[src/rtl/input_debouncer.sv]
// Two-flop synchroniser plus STABLE/CHECK qualification FSM for one asynchronous input.
// Output changes STABLE_CYCLES+2 edges after a held input change; rejected candidates are counted.
module input_debouncer #(
  parameter int unsigned STABLE_CYCLES = 4,
  parameter int unsigned GLITCH_W      = 8
) (
  input  logic                clk,
  input  logic                rst,
  input  logic                signal,
  output logic                debounced,
  output logic                checking,
  output logic [GLITCH_W-1:0] glitch_count
);

  localparam int unsigned      CNT_W    = $clog2(STABLE_CYCLES);
  localparam logic [CNT_W-1:0] CNT_LAST = CNT_W'(STABLE_CYCLES - 1);
  localparam logic [CNT_W-1:0] CNT_ONE  = CNT_W'(1);

  typedef enum logic {
    ST_STABLE = 1'b0,
    ST_CHECK  = 1'b1
  } state_t;

  state_t              state_q, state_d;
  logic                sync1_q, sync1_d;
  logic                sync2_q, sync2_d;
  logic [CNT_W-1:0]    cnt_q, cnt_d;
  logic                debounced_q, debounced_d;
  logic [GLITCH_W-1:0] glitch_q, glitch_d;

  always_ff @(posedge clk or posedge rst) begin
    if (rst) begin
      state_q     <= ST_STABLE;
      sync1_q     <= 1'b0;
      sync2_q     <= 1'b0;
      cnt_q       <= '0;
      debounced_q <= 1'b0;
      glitch_q    <= '0;
    end else begin
      state_q     <= state_d;
      sync1_q     <= sync1_d;
      sync2_q     <= sync2_d;
      cnt_q       <= cnt_d;
      debounced_q <= debounced_d;
      glitch_q    <= glitch_d;
    end
  end

  always_comb begin
    state_d     = state_q;
    sync1_d     = signal;
    sync2_d     = sync1_q;
    cnt_d       = cnt_q;
    debounced_d = debounced_q;
    glitch_d    = glitch_q;

    case (state_q)
      ST_STABLE: begin
        cnt_d = '0;
        if (sync2_q != debounced_q) begin
          state_d = ST_CHECK;
          cnt_d   = CNT_ONE;
        end
      end
      ST_CHECK: begin
        if (sync2_q == debounced_q) begin
          // Input fell back before qualifying: reject and count, saturating.
          state_d = ST_STABLE;
          cnt_d   = '0;
          if (glitch_q != {GLITCH_W{1'b1}}) begin
            glitch_d = glitch_q + 1'b1;
          end
        end else if (cnt_q == CNT_LAST) begin
          state_d     = ST_STABLE;
          cnt_d       = '0;
          debounced_d = ~debounced_q;
        end else begin
          cnt_d = cnt_q + 1'b1;
        end
      end
      default: begin
        state_d = ST_STABLE;
        cnt_d   = '0;
      end
    endcase
  end

  assign debounced    = debounced_q;
  assign checking     = (state_q == ST_CHECK);
  assign glitch_count = glitch_q;

endmodule

[config.mk]
export PLATFORM = sky130hd
export DESIGN_NAME = input_debouncer
export DESIGN_NICKNAME = d
export VERILOG_FILES = /design/src/rtl/input_debouncer.sv
export SDC_FILE = /design/constraint.sdc
export NUM_CORES = 1
export LEC_CHECK = 0
export ABC_AREA = 1
export BUFFER_PORTS_ARGS = -buffer_cell sky130_fd_sc_hd__buf_2
export CORE_UTILIZATION = 50
export DETAILED_ROUTE_END_ITERATION = 8
export PLACE_DENSITY = 0.73
export REMOVE_ABC_BUFFERS = 1
export SLEW_MARGIN = 10
export SYNTH_ARGS = -nofsm -noshare
export SYNTH_HDL_FRONTEND = slang
export SYNTH_SLANG_ARGS = --single-unit
[constraint.sdc]
create_clock -name clk -period 1.6 [get_ports clk]
set_input_delay 0.16 -clock clk [delete_from_list [all_inputs] [get_ports clk]]
set_output_delay 0.16 -clock clk [all_outputs]
set_load 0.01 [all_outputs]
==> results.md, run 1 <==
- Clock Sinks: 14
- Routability cong.: 0.816
- Core area: 0.00133 sq mm
- RSZ-0062 raised after global routing: no
- H-tree levels: 1
- Fmax: 764 MHz
- CP Cell Sequence: ha_1 -> nand3_1 -> nor2_1 -> nor2_2 -> nand2_1 -> nand2_1
- # placed instances: 122
- CP top delay family: simple AND/OR/NAND/NOR gates
- WL/cell: 10.1 microns
- Vias/cell: 4.80
- Area delta synth->final: 16.6%
- Antenna fix cells: 0
- Total grt overflow: 0
- CTS buffer count: 3
- Chip width: 40.3 microns
- CP max stage cell: dfrtp_1
- Final Critical Period: 1.31 ns
- Largest net degree at the start of global routing: 15
- Yosys warnings: 0
- Part of the cycle the worst path needs: 81.8%
- Clock slew at reported path FFs: 0.07 ns
- Layout cells sized above 1: 20.5%
- Setup TNS: 0 ns
- Nets: 119
- Syn avg cell area: 7.70 sq um
- Finished Core Util: 64.0%
- Slew @ Worst Pin: 0.516 ns
- Fill cell count: 122
- Setup Skew: 0.00603 ns
- Startpoint types: flip-flop
- Initial Utilization: 54.9%
- CP arrival: 1.52 ns
- First-pass GRT wire length: 2010 microns
- Pwr dens: 1410 mW/mm^2
- Combined area of the multi-input logic cells: 340 sq um
- Remaining DRCs: 0
- CTS Root Cell: clkbuf_4
- Slowest Stage Delay on Critical Path: 0.43 ns
- Status: finished clean
- Static leakage: 0.000479 uW
- Port bufs: 12
- CP endpoint kind: flip-flop
- Worst-path fanout max: 7
- Routed vias: 609
- Post-DP HPWL: 994 microns
- Die Area: 0.00162 sq mm
- Clk_lat worst skew: 0.28 ns
- Synthesized area: 732 sq um
- Synthesized netlist cell count: 95
- Post-CTS setup repair buffer count: 0
- Drt first pass iters: 4
- Overall global routing resource usage: 19.1%
- Top cell by count, worst path: nand2_1
- CP Data Required Time: 1.81 ns
- Boundary pin count: 13
- DP Area: 811 sq um
- Worst hold-check path type: flip-flop to flip-flop
- Maximum vdd drop: 0.861 mV
- Register cell area after layout: 350 sq um
- Fin area: 853 sq um
- Buffers & Inverters on Critical Path: 0
- Sequential share of the synthesized area: 47.9%
- Max Cap Viol: 0
- Slew HR: 65.6%
- Final wirelength: 1290 microns
- Final hold viol count: 0
- TritonCTS clock tree: yes
- Initial antenna violation count: 0
- Vias in the first global route: 506
- FP Rows: 13
- FF+latch count, synth: 14
- Max clock buf depth: 2
- Die Ht: 40.3 microns
- Fin. max-slew vios: 0
- Crit Path Class: flip-flop to flip-flop
- Drt initial violations: 16
- Final Non-Filler Cells: 127
- Final setup fails: 0
- Routed Antenna Nets: 0
- Synth unique cells: 16
- Pwr Total: 1200 uW
cells by family (layout without fill, tap and decap cells):
| logic type | after synthesis | count (layout) | synth area share, % |
|---|---|---|---|
| compound gates | 3 | 3 | 2.05 |
| xor+xnor | 3 | 3 | 3.59 |
| fa+ha+maj | 2 | 2 | 3.42 |
| buf+inv | 11 | 28 | 5.64 |
| flops | 14 | 14 | 47.9 |
| simple gates | 62 | 62 | 37.4 |
cells in the final DEF, fill, tap and decap left out:
cell type and n:
buf_2 12, o21ai_0 2, clkbuf_4 3, nor2_1 8
nand2_4 2, dlygate4sd3_1 2, xnor2_1 2, nand2_1 42
inv_2 2, nand2_2 1, nor2_2 1, a21oi_1 1
nor2_4 1, inv_1 9, nand3_2 1, nand3_1 6
dfrtp_1 14, xor2_1 1, ha_1 2
worst paths after layout:
path                                                    end  cells after the start                         from  slack (ns)
worst max-delay path            glitch_count[2]$_DFFE_PP0P_                      6  glitch_count[0]$_DFFE_PP0P_        0.29
worst min-delay path                      sync2_q$_DFF_PP0_                      0            sync1_q$_DFF_PP0_        0.36
worst max register to register  glitch_count[2]$_DFFE_PP0P_                      6  glitch_count[0]$_DFFE_PP0P_        0.29
worst min register to register            sync2_q$_DFF_PP0_                      0            sync1_q$_DFF_PP0_        0.36
max in group asynchronous             debounced$_DFFE_PP0P_                      3                          rst        0.78
min in group asynchronous                cnt_q[1]$_DFF_PP0_                      3                          rst        0.47
power by group:
| group | total [uW] | switching, uW | internal, uW |
|---|---|---|---|
| clock | 192 | 105 | 87.2 |
| sequential | 571 | 118 | 453 |
| combinational | 437 | 260 | 177 |
flip-flops by register name (all words and copies together) (netlist names):
signal and flops:
checking 1, cnt_q 2, debounced 1, glitch_count 8, sync1_q 1, sync2_q 1
timing repair:
action / in CTS / in global routing
endpoints found under the hold margin: 15 / 0
hold buffers: 2 / 0
setup endpoints to repair: 0 / 0
gates resized for setup: 0 / 0
Yosys cell counts (all sizes together):
cell	n	area share, %
a21oi	1	0.68
xor2	1	1.2
ha	2	3.4
o21ai	2	1.4
nor2	10	6.5
nand2	45	25
dfrtp	14	48
nand3	7	5.5
inv	11	5.6
xnor2	2	2.4
layer usage:
layer / wire [microns] / track usage [%] / up-vias
met3: 35 / 3.33 / 5
li1: - / - / 324
met2: 601 / 30.6 / 12
met4: 35 / 12.5 / 0
met1: 617 / 23.3 / 268
met5: 0 / 0 / -
worst register-to-register path, cell delays in order (launching register included):
cell     delay [ns]
dfrtp_1        0.43
ha_1           0.25
nand3_1        0.13
nor2_1         0.07
nor2_2         0.23
nand2_1        0.08
nand2_1        0.06
layout make-up:
| class | instances | area share [%] |
|---|---|---|
| Sequential cell | 14 | 41.1 |
| Multi-Input combinational cell | 70 | 39.9 |
| Inverter | 11 | 4.84 |
| Tap cell | 15 | 2.20 |
| Timing Repair Buffer | 14 | 9.38 |
| Clock buffer | 3 | 2.64 |
stage by stage:
stage	hold WS (ns)	setup WS, ns
5_1_grt	0.383	0.130
3_5_place_dp	0.225	0.291
6_report	0.357	0.291
4_1_cts	0.364	0.274
3_3_place_gp	0.213	0.344
2_1_floorplan	0.0492	0.395
Power figures use the tool's default switching activity.
==> inputs of run 2 (changes only) <==
--- a/config.mk
+++ b/config.mk
@@ -7,9 +7,10 @@
 export LEC_CHECK = 0
 export ABC_AREA = 1
 export BUFFER_PORTS_ARGS = -buffer_cell sky130_fd_sc_hd__buf_2
-export CORE_UTILIZATION = 50
+export CORE_ASPECT_RATIO = 1.2
+export CORE_UTILIZATION = 47
 export DETAILED_ROUTE_END_ITERATION = 8
-export PLACE_DENSITY = 0.73
+export PLACE_DENSITY = 0.72
 export REMOVE_ABC_BUFFERS = 1
 export SLEW_MARGIN = 10
 export SYNTH_ARGS = -nofsm -noshare
==> constraint.sdc (replaced) <==
create_clock -name clk -period 1.2 [get_ports clk]
set_input_delay 0.12 -clock clk [delete_from_list [all_inputs] [get_ports clk]]
set_output_delay 0.12 -clock clk [all_outputs]
set_load 0.01 [all_outputs]
==> results.md, run 2 (synthesis results as in run 1) <==
- CP arrival: 1.38 ns (was 1.52 ns)
- Final wirelength: 1590 microns (was 1290 microns)
- Startpoint types: flip-flop (unchanged)
- Fin. max-slew vios: 0 (unchanged)
- Final hold viol count: 0 (unchanged)
- Max Cap Viol: 0 (unchanged)
- Fill cell count: 119 (was 122)
- CTS buffer count: 3 (unchanged)
- Buffers & Inverters on Critical Path: 0 (unchanged)
- Routability cong.: 0.777 (was 0.816)
- Nets: 125 (was 119)
- Top cell by count, worst path: nand2_1 (unchanged)
- Worst-path fanout max: 7 (unchanged)
- RSZ-0062 raised after global routing: yes (was no)
- Register cell area after layout: 353 sq um (was 350 sq um)
- Net Sw Power: 754 uW (was 483 uW)
- Status: finished clean (unchanged)
- Clock slew at reported path FFs: 0.10 ns (was 0.07 ns)
- FP Rows: 15 (was 13)
- Slowest Stage Delay on Critical Path: 0.42 ns (was 0.43 ns)
- Overall global routing resource usage: 19.1% (about the same)
- Part of the cycle the worst path needs: 99.7% (was 81.8%)
- Slew @ Worst Pin: 0.533 ns (was 0.516 ns)
- Switching share of total power: 39.6% (was 40.3%)
- Initial antenna violation count: 0 (unchanged)
- Commonest non-fill, non-tap cell in the layout: nand2_1 (unchanged)
- Static leakage: 0.000515 uW (was 0.000479 uW)
- CTS Root Cell: clkbuf_4 (unchanged)
- Finished Core Util: 65.8% (was 64.0%)
- CP top delay family: simple AND/OR/NAND/NOR gates (unchanged)
- Core area: 0.00145 sq mm (was 0.00133 sq mm)
- Pwr Total: 1900 uW (was 1200 uW)
- Clock Sinks: 14 (unchanged)
- Worst hold-check path type: flip-flop to flip-flop (unchanged)
- WL/cell: 11.7 microns (was 10.1 microns)
- Most frequent cells in the layout: nand2_1, dfrtp_1, buf_2 (unchanged)
- TritonCTS clock tree: yes (unchanged)
- Pre-CTS WS: -0.0196 ns (was 0.291 ns)
- Pint: 1150 uW (was 717 uW)
- CP endpoint kind: flip-flop (unchanged)
- Clk_lat worst skew: 0.29 ns (was 0.28 ns)
- Routed Antenna Nets: 0 (unchanged)
- Die Area: 0.00172 sq mm (was 0.00162 sq mm)
- Area delta synth->final: 29.9% (was 16.6%)
- Drt first pass iters: 4 (unchanged)
- CP Cell Sequence: ha_4 -> nand3_2 -> nor2_2 -> nor2_4 -> nand2_1 -> nand2_1 (was ha_1 -> nand3_1 -> nor2_1 -> nor2_2 -> nand2_1 -> nand2_1)
- Combinational Power Share: 41.6% (was 36.4%)
- Vias in the first global route: 528 (was 506)
- Vias/cell: 4.85 (was 4.80)
- Register share of total power: 39.8% (was 47.6%)
- CP Data Required Time: 1.38 ns (was 1.81 ns)
- CP max stage cell: dfrtp_1 (unchanged)
- Drt initial violations: 14 (was 16)
- Total grt overflow: 0 (unchanged)
- Final worst slack: 0.00419 ns (was 0.291 ns)
- Combined area of the multi-input logic cells: 370 sq um (was 340 sq um)
- Port bufs: 12 (unchanged)
- H-tree levels: 1 (unchanged)
- Chip width: 38.0 microns (was 40.3 microns)
- Layout cells sized above 1: 31.1% (was 20.5%)
- Routed vias: 660 (was 609)
- Boundary pin count: 13 (unchanged)
- Final setup fails: 0 (unchanged)
- Maximum vdd drop: 1.12 mV (was 0.861 mV)
- Pwr dens: 2000 mW/mm^2 (was 1410 mW/mm^2)
- Final Non-Filler Cells: 136 (was 127)
- # placed instances: 128 (was 122)
- Clock share of power: 18.6% (was 16.0%)
- Crit Path Class: flip-flop to flip-flop (unchanged)
- Max clock buf depth: 2 (unchanged)
- Final Critical Period: 1.20 ns (was 1.31 ns)
- Slew HR: 64.4% (was 65.6%)
- Fmax: 836 MHz (was 764 MHz)
- Max reg flops: 8 (unchanged)
- Remaining DRCs: 0 (unchanged)
- Antenna fix cells: 0 (unchanged)
- Setup Skew: 0.00610 ns (was 0.00603 ns)
- Die Ht: 45.2 microns (was 40.3 microns)
- Largest net degree at the start of global routing: 15 (unchanged)
- Post-DP HPWL: 1010 microns (was 994 microns)
- First-pass GRT wire length: 2210 microns (was 2010 microns)
- Initial Utilization: 50.6% (was 54.9%)
-- run 2: path summary, 6_finish.rpt --
kind                       cells past startpoint                   startpoint                     endpoint  slack (ns)
max                                            6  glitch_count[0]$_DFFE_PP0P_  glitch_count[2]$_DFFE_PP0P_       0.004
min                                            0            sync1_q$_DFF_PP0_            sync2_q$_DFF_PP0_        0.36
max reg2reg                                    6  glitch_count[0]$_DFFE_PP0P_  glitch_count[2]$_DFFE_PP0P_       0.004
min reg2reg                                    0            sync1_q$_DFF_PP0_            sync2_q$_DFF_PP0_        0.36
max in group asynchronous                      3                          rst  glitch_count[3]$_DFFE_PP0P_        0.40
min in group asynchronous                      3                          rst  glitch_count[2]$_DFFE_PP0P_        0.41
-- run 2: metrics by stage --
step           hold WS [ns]  setup TNS [ns]  area, sq um
3_5_place_dp          0.184         -0.0196          843
4_1_cts               0.367       -0.000598          915
5_1_grt               0.372          -0.120          951
6_report              0.364               0          951
2_1_floorplan       0.00922         -0.0296          732
3_3_place_gp          0.177               0          843
-- run 2: repair_timing --
action                                  in CTS  in global routing
gates resized for setup                      2                  8
endpoints found under the hold margin       15                  0
hold buffers                                 2                  0
pin swaps                                    4                  2
buffers inserted                             1                  1
endpoints found under the setup margin       7                  8
-- run 2: layout make-up --
class	instances	share of cell area, %
Multi-Input combinational cell	70	38.9
Clock buffer	4	3.82
Tap cell	17	2.24
Inverter	11	4.34
Sequential cell	14	37.1
Timing Repair Buffer	20	13.6
-- run 2: routing by layer --
layer	wire length (microns)	GRT usage [%]
met5	0	0
met4	27	10.7
met2	763	28.8
met3	45	4.43
met1	755	24.8
-- run 2: worst reg2reg max path: stages, from the launching register on --
cell	delay, ns
dfrtp_1	0.42
ha_4	0.18
nand3_2	0.11
nor2_2	0.18
nor2_4	0.08
nand2_1	0.07
nand2_1	0.06
-- run 2: power by group through the flow --
stage               Combinational, uW  Clock (uW)  Sequential [uW]
finish                            792         355              758
global route                      882         378              779
CTS                               721         353              734
floorplan                         361           0              796
global placement                  667           0              732
detailed placement                683           0              739
